`src/rtl/systolic_row_collector.sv`:
```
// Deskews the systolic array's staggered accumulator stream into aligned rows
// and buffers them in a show-ahead row FIFO with valid/ready handshake.
module systolic_row_collector #(
  parameter int data_size = 16,
  parameter int size      = 3,
  parameter int depth     = 4
) (
  input  logic                          clk,
  input  logic                          rst_n,
  input  logic [data_size*size-1:0]     acc_in,
  input  logic                          in_valid,
  input  logic                          clear,
  output logic [data_size*size-1:0]     out_data,
  output logic                          out_valid,
  input  logic                          out_ready,
  output logic [$clog2(depth+1)-1:0]    level,
  output logic [15:0]                   row_count,
  output logic                          overflow
);

  localparam int ROW_W = data_size * size;
  localparam int PTR_W = (depth > 1) ? $clog2(depth) : 1;
  localparam int CNT_W = $clog2(depth + 1);

  function automatic logic [PTR_W-1:0] ptr_inc(input logic [PTR_W-1:0] p);
    if (p == PTR_W'(depth - 1)) begin
      ptr_inc = '0;
    end else begin
      ptr_inc = p + PTR_W'(1);
    end
  endfunction

  logic [ROW_W-1:0] aligned_row_s;
  logic [size-2:0]  vld_q, vld_d;
  logic             row_valid_s;

  // Lane k is delayed size-1-k cycles so every lane lines up with the last one.
  for (genvar k = 0; k < size - 1; k++) begin : g_lane
    localparam int L = size - 1 - k;
    logic [data_size-1:0] chain_q [L];
    logic [data_size-1:0] chain_d [L];

    always_comb begin
      chain_d[0] = acc_in[data_size*(size-k)-1 -: data_size];
      for (int i = 1; i < L; i++) begin
        chain_d[i] = chain_q[i-1];
      end
    end

    always_ff @(posedge clk or negedge rst_n) begin
      if (!rst_n) begin
        for (int i = 0; i < L; i++) begin
          chain_q[i] <= '0;
        end
      end else begin
        chain_q <= chain_d;
      end
    end

    assign aligned_row_s[data_size*(size-k)-1 -: data_size] = chain_q[L-1];
  end

  assign aligned_row_s[data_size-1:0] = acc_in[data_size-1:0];

  always_comb begin
    if (clear) begin
      vld_d = '0;
    end else begin
      vld_d    = vld_q << 1;
      vld_d[0] = in_valid;
    end
  end

  always_ff @(posedge clk or negedge rst_n) begin
    if (!rst_n) begin
      vld_q <= '0;
    end else begin
      vld_q <= vld_d;
    end
  end

  assign row_valid_s = vld_q[size-2];

  logic [ROW_W-1:0] mem_q [depth];
  logic [ROW_W-1:0] mem_d [depth];
  logic [PTR_W-1:0] rd_ptr_q, rd_ptr_d, wr_ptr_q, wr_ptr_d;
  logic [CNT_W-1:0] count_q, count_d;
  logic [15:0]      row_count_q, row_count_d;
  logic             overflow_q, overflow_d;
  logic             pop_s, full_s, push_ok_s, drop_s;

  always_comb begin
    pop_s     = (count_q != '0) & out_ready;
    full_s    = (count_q == CNT_W'(depth));
    push_ok_s = row_valid_s & (~full_s | pop_s);
    drop_s    = row_valid_s & full_s & ~pop_s;
  end

  // A pop frees the head slot, so a full FIFO still accepts a concurrent push.
  always_comb begin
    mem_d       = mem_q;
    rd_ptr_d    = rd_ptr_q;
    wr_ptr_d    = wr_ptr_q;
    count_d     = count_q;
    row_count_d = row_count_q;
    overflow_d  = overflow_q;
    if (clear) begin
      rd_ptr_d    = '0;
      wr_ptr_d    = '0;
      count_d     = '0;
      row_count_d = 16'd0;
      overflow_d  = 1'b0;
    end else begin
      if (push_ok_s) begin
        mem_d[wr_ptr_q] = aligned_row_s;
        wr_ptr_d        = ptr_inc(wr_ptr_q);
        row_count_d     = row_count_q + 16'd1;
      end else begin
        wr_ptr_d = wr_ptr_q;
      end
      if (pop_s) begin
        rd_ptr_d = ptr_inc(rd_ptr_q);
      end else begin
        rd_ptr_d = rd_ptr_q;
      end
      case ({push_ok_s, pop_s})
        2'b10:   count_d = count_q + CNT_W'(1);
        2'b01:   count_d = count_q - CNT_W'(1);
        default: count_d = count_q;
      endcase
      overflow_d = overflow_q | drop_s;
    end
  end

  always_ff @(posedge clk or negedge rst_n) begin
    if (!rst_n) begin
      for (int i = 0; i < depth; i++) begin
        mem_q[i] <= '0;
      end
      rd_ptr_q    <= '0;
      wr_ptr_q    <= '0;
      count_q     <= '0;
      row_count_q <= 16'd0;
      overflow_q  <= 1'b0;
    end else begin
      mem_q       <= mem_d;
      rd_ptr_q    <= rd_ptr_d;
      wr_ptr_q    <= wr_ptr_d;
      count_q     <= count_d;
      row_count_q <= row_count_d;
      overflow_q  <= overflow_d;
    end
  end

  assign out_data  = mem_q[rd_ptr_q];
  assign out_valid = (count_q != '0);
  assign level     = count_q;
  assign row_count = row_count_q;
  assign overflow  = overflow_q;

endmodule

```
`config.mk`:
```
export PLATFORM = sky130hd
export DESIGN_NAME = systolic_row_collector
export DESIGN_NICKNAME = d
export VERILOG_FILES = /design/src/rtl/systolic_row_collector.sv
export SDC_FILE = /design/constraint.sdc
export NUM_CORES = 1
export LEC_CHECK = 0
export ABC_AREA = 1
export CAP_MARGIN = 20
export CORE_MARGIN = 10
export CORE_UTILIZATION = 25
export DETAILED_ROUTE_END_ITERATION = 10
export PLACE_DENSITY_LB_ADDON = 0.08
export SYNTH_ARGS = -nofsm -noshare
export SYNTH_HDL_FRONTEND = slang
export SYNTH_SLANG_ARGS = --single-unit
export TNS_END_PERCENT = 100
```
`constraint.sdc`:
```
create_clock -name clk -period 5.5 [get_ports clk]
set_clock_uncertainty 0.1 [all_clocks]
set_input_delay 0.825 -clock clk [delete_from_list [all_inputs] [get_ports clk]]
set_output_delay 0.825 -clock clk [all_outputs]
set_load 0.005 [all_outputs]
```
==> run_results.csv <==
group,metric,value,unit
global_route,met2_usage,19.2,%
final_layout,multi_input_area,0.00369,mm2
critical_path,critPathTopFamily,"buffers and inverters",
final_layout,seq_area,0.00666,mm2
logic_synthesis,synthMuxAreaShare,0,%
logic_synthesis,synth_cells,1214,
critical_path,critPathLaunchType,"flip-flop",
power,power.leakage,0.00634,uW
clock_tree,cts_max_level,2,
critical_path,critPathSlowestCell,"buf_4",
critical_path,crit_fanout,70,
logic_synthesis,synthXorXnorAreaFrac,0.237,%
clock_tree,root_buffer,"clkbuf_16",
timing,finalSetupViolCount,0,
timing,max_slew_margin,37.8,%
logic_synthesis,ys_ff_latch,266,
logic_synthesis,synth.most_common_cell,"nand2_1",
floorplan,die_w,231,um
floorplan,die_height,231,um
floorplan,num_rows,77,
logic_synthesis,ys_top_cells_by_count,"271 x nand2_1, 266 x dfrtp_1, 163 x o21ai_1",
clock_tree,cts.sinks,266,
clock_tree,cts_resized,0,
final_layout,stdcell_area,0.0139,mm2
timing,fin_crit_sh,70.9,%
global_route,grt_antenna_before_repair,0,
detailed_routing,firstDrtPassIters,7,
critical_path,arrival,2.98,ns
timing,tightest_slew,0.933,ns
clock_tree,clk_pin_slew,0.06,ns
detailed_routing,ant_nets,0,
logic_synthesis,synth_edf_count,0,
critical_path,critPathCaptureType,"primary output",
timing,rsz0062_at_grt,"false",
place,dpl_cell_area,0.0127,mm2
global_route,grt_max_degree,118,
logic_synthesis,synth_area_leaders,"dfrtp_1 60%, nand2_1 9.2%, o21ai_1 7.3%",
global_route,grt_pass1_wl,50900,um
floorplan,coreArea,0.0440,mm2
place,place.gp.congestion,0.717,
power,cellPowerDensity,460,mW/mm2
logic_synthesis,synth_compound_area_share,16.6,%
logic_synthesis,syn_area,0.0111,mm2
clock_tree,cts_buffer_depth,3,
detailed_routing,vias_per_cell,4.41,
critical_path,required,4.58,ns
clock_tree,post_cts_buffers,0,
logic_synthesis,yosysTopAreaCell,"dfrtp_1",
clock_tree,hold_buffers,0,
final_layout,layout-drive-gt1-share,5.64,%
critical_path,worstSetupPathType,"flip-flop to primary output",
timing,fin_setup_tns,0,ns
logic_synthesis,synth-main-ff-cell,"dfrtp_1",
global_route,grt.busiest_layer,"met2",
place,place_hpwl,18400,um
global_route,grt_util_met1,15.4,%
worst_hold_path,min_path_type,"input port to async pin",
logic_synthesis,synth.distinct_cells,26,
detailed_routing,wl,31100,um
global_route,use_met3,2.43,%
timing,fin_crit,3.90,ns
clock_tree,cts_buffers,34,
clock_tree,cts_tree,"yes",
logic_synthesis,seq_area_frac_synth,60.0,%
floorplan,ios,122,
final_layout,diodes,0,
power,irDropWorstVdd,0.163,mV
logic_synthesis,synth-simple-area-share,15.5,%
detailed_routing,via_count,8481,
critical_path,path_cells,"buf_4 -> o21ai_0 -> o22ai_1 -> clkdlybuf4s50_1",
final_layout,num-fill-cells,4656,
logic_synthesis,synth.avg_cell_area,9.14,um2
global_route,grt_pass1_vias,8931,
logic_synthesis,syn_nets,1274,
final_layout,fin_nets,1367,
logic_synthesis,synth_top_family_by_area,"compound AO/OA/AOI/OAI gates",
timing,hold_violations,0,
floorplan,dieArea,0.0532,mm2
detailed_routing,drt-initial-drc-count,402,
run,cap_viol_max_count,0,
critical_path,critPathMaxStageDelay,0.69,ns
final_layout,synthToLayoutAreaGrowth,24.9,%
clock_tree,clkLatencyLatePin,0.52,ns
floorplan,start_util,25.2,%
logic_synthesis,ys_warn_count,0,
critical_path,critPathBufInv,2,
place,port_buffers,121,
logic_synthesis,synth_top_area_share,60.0,%
logic_synthesis,async_reset_ff_share,100,%
detailed_routing,drc,0,
logic_synthesis,synthAdderAreaFrac,0.857,%
detailed_routing,routedWlPerCell,16.2,um
timing,max_freq,256,MHz
timing,slew_violations,0,
outcome,status,"complete, no violations",
global_route,grt_usage,11.9,%
global_route,globalRouteOverflowTotal,0,
[logic make-up (layout without fill, tap and decap cells)]
kind of cell / after synthesis / after routing
simple gates: 428 / 428
compound gates: 353 / 353
flops: 266 / 266
buf+inv: 157 / 273
fa+ha+maj: 7 / 7
xor+xnor: 3 / 3
[stage by stage]
step                      total power [uW]  cells  hold slack [ns]  setup WS, ns  util, %
after detailed placement              4200   1862            0.236          2.08     28.9
final                                 6380   1922            0.196          1.60     31.5
after CTS                             6520   1921            0.249          1.50     31.5
after global routing                  6790   1922            0.253          1.39     31.5
after global placement                4210   1861            0.231          2.09     28.8
after floorplan                       3170   1214            0.231          3.41        -
[per-layer routing]
metal  vias to the layer above  routed length, um  share of wire, %
li1                       4191                  -                 -
met1                      4112              14900                48
met2                       132              14400                46
met3                        46               1140               3.7
met4                         0                762               2.4
met5                         -                  0                 0
[flip-flops by register name, indices dropped and copies added, names as in the netlist]
name / count
vld_q: 2
level: 3
rd_ptr_q: 2
mem_q: 192
g_lane.chain_d: 16
aligned_row_s: 16
g_lane.chain_q: 16
overflow: 1
wr_ptr_q: 2
row_count: 16
[layout make-up]
type,instances,area share (%)
well taps,592,5.34
clock inverters,6,0.622
flip-flops and latches,266,48.0
inverters,82,2.23
clock buffers,53,7.52
multi-input cells,791,26.6
repair buffers,132,9.69
[final timing paths]
check / start / to / slack [ns] / depth (start not counted)
max in group asynchronous: rst_n / mem_q[61]$_DFFE_PN0P_ / 3.92 / 2
max reg2reg: level[0]$_DFFE_PN0P_ / mem_q[141]$_DFFE_PN0P_ / 3.08 / 7
min: rst_n / g_lane[0].chain_d[0]$_DFF_PN0_ / 0.20 / 1
min reg2reg: g_lane[0].chain_d[8]$_DFF_PN0_ / aligned_row_s[40]$_DFF_PN0_ / 0.25 / 0
max: rd_ptr_q[0]$_DFFE_PN0P_ / out_data[35] / 1.60 / 4
min in group clk: g_lane[0].chain_d[8]$_DFF_PN0_ / aligned_row_s[40]$_DFF_PN0_ / 0.25 / 0
[cells in the final DEF (no fill, tap or decap), types with 6 or more instances in the layout]
master / n
nor2_1: 120
clkbuf_16: 35
clkdlybuf4s50_1: 120
buf_4: 8
clkbuf_1: 8
dfrtp_1: 264
o22ai_1: 48
nand4_1: 14
o21ai_0: 135
nand3_1: 12
ha_1: 6
nand2_1: 271
o21ai_1: 163
clkbuf_8: 10
inv_1: 79
[power breakdown]
| group | leakage, uW | total [uW] | internal (uW) | switching, uW |
|---|---|---|---|---|
| clock network | 0.000553 | 2260 | 1390 | 861 |
| registers | 0.00349 | 2320 | 2180 | 142 |
| logic | 0.00229 | 1810 | 843 | 962 |
| total | 0.00634 | 6380 | 4410 | 1970 |
(Power assumes the default switching activity.)
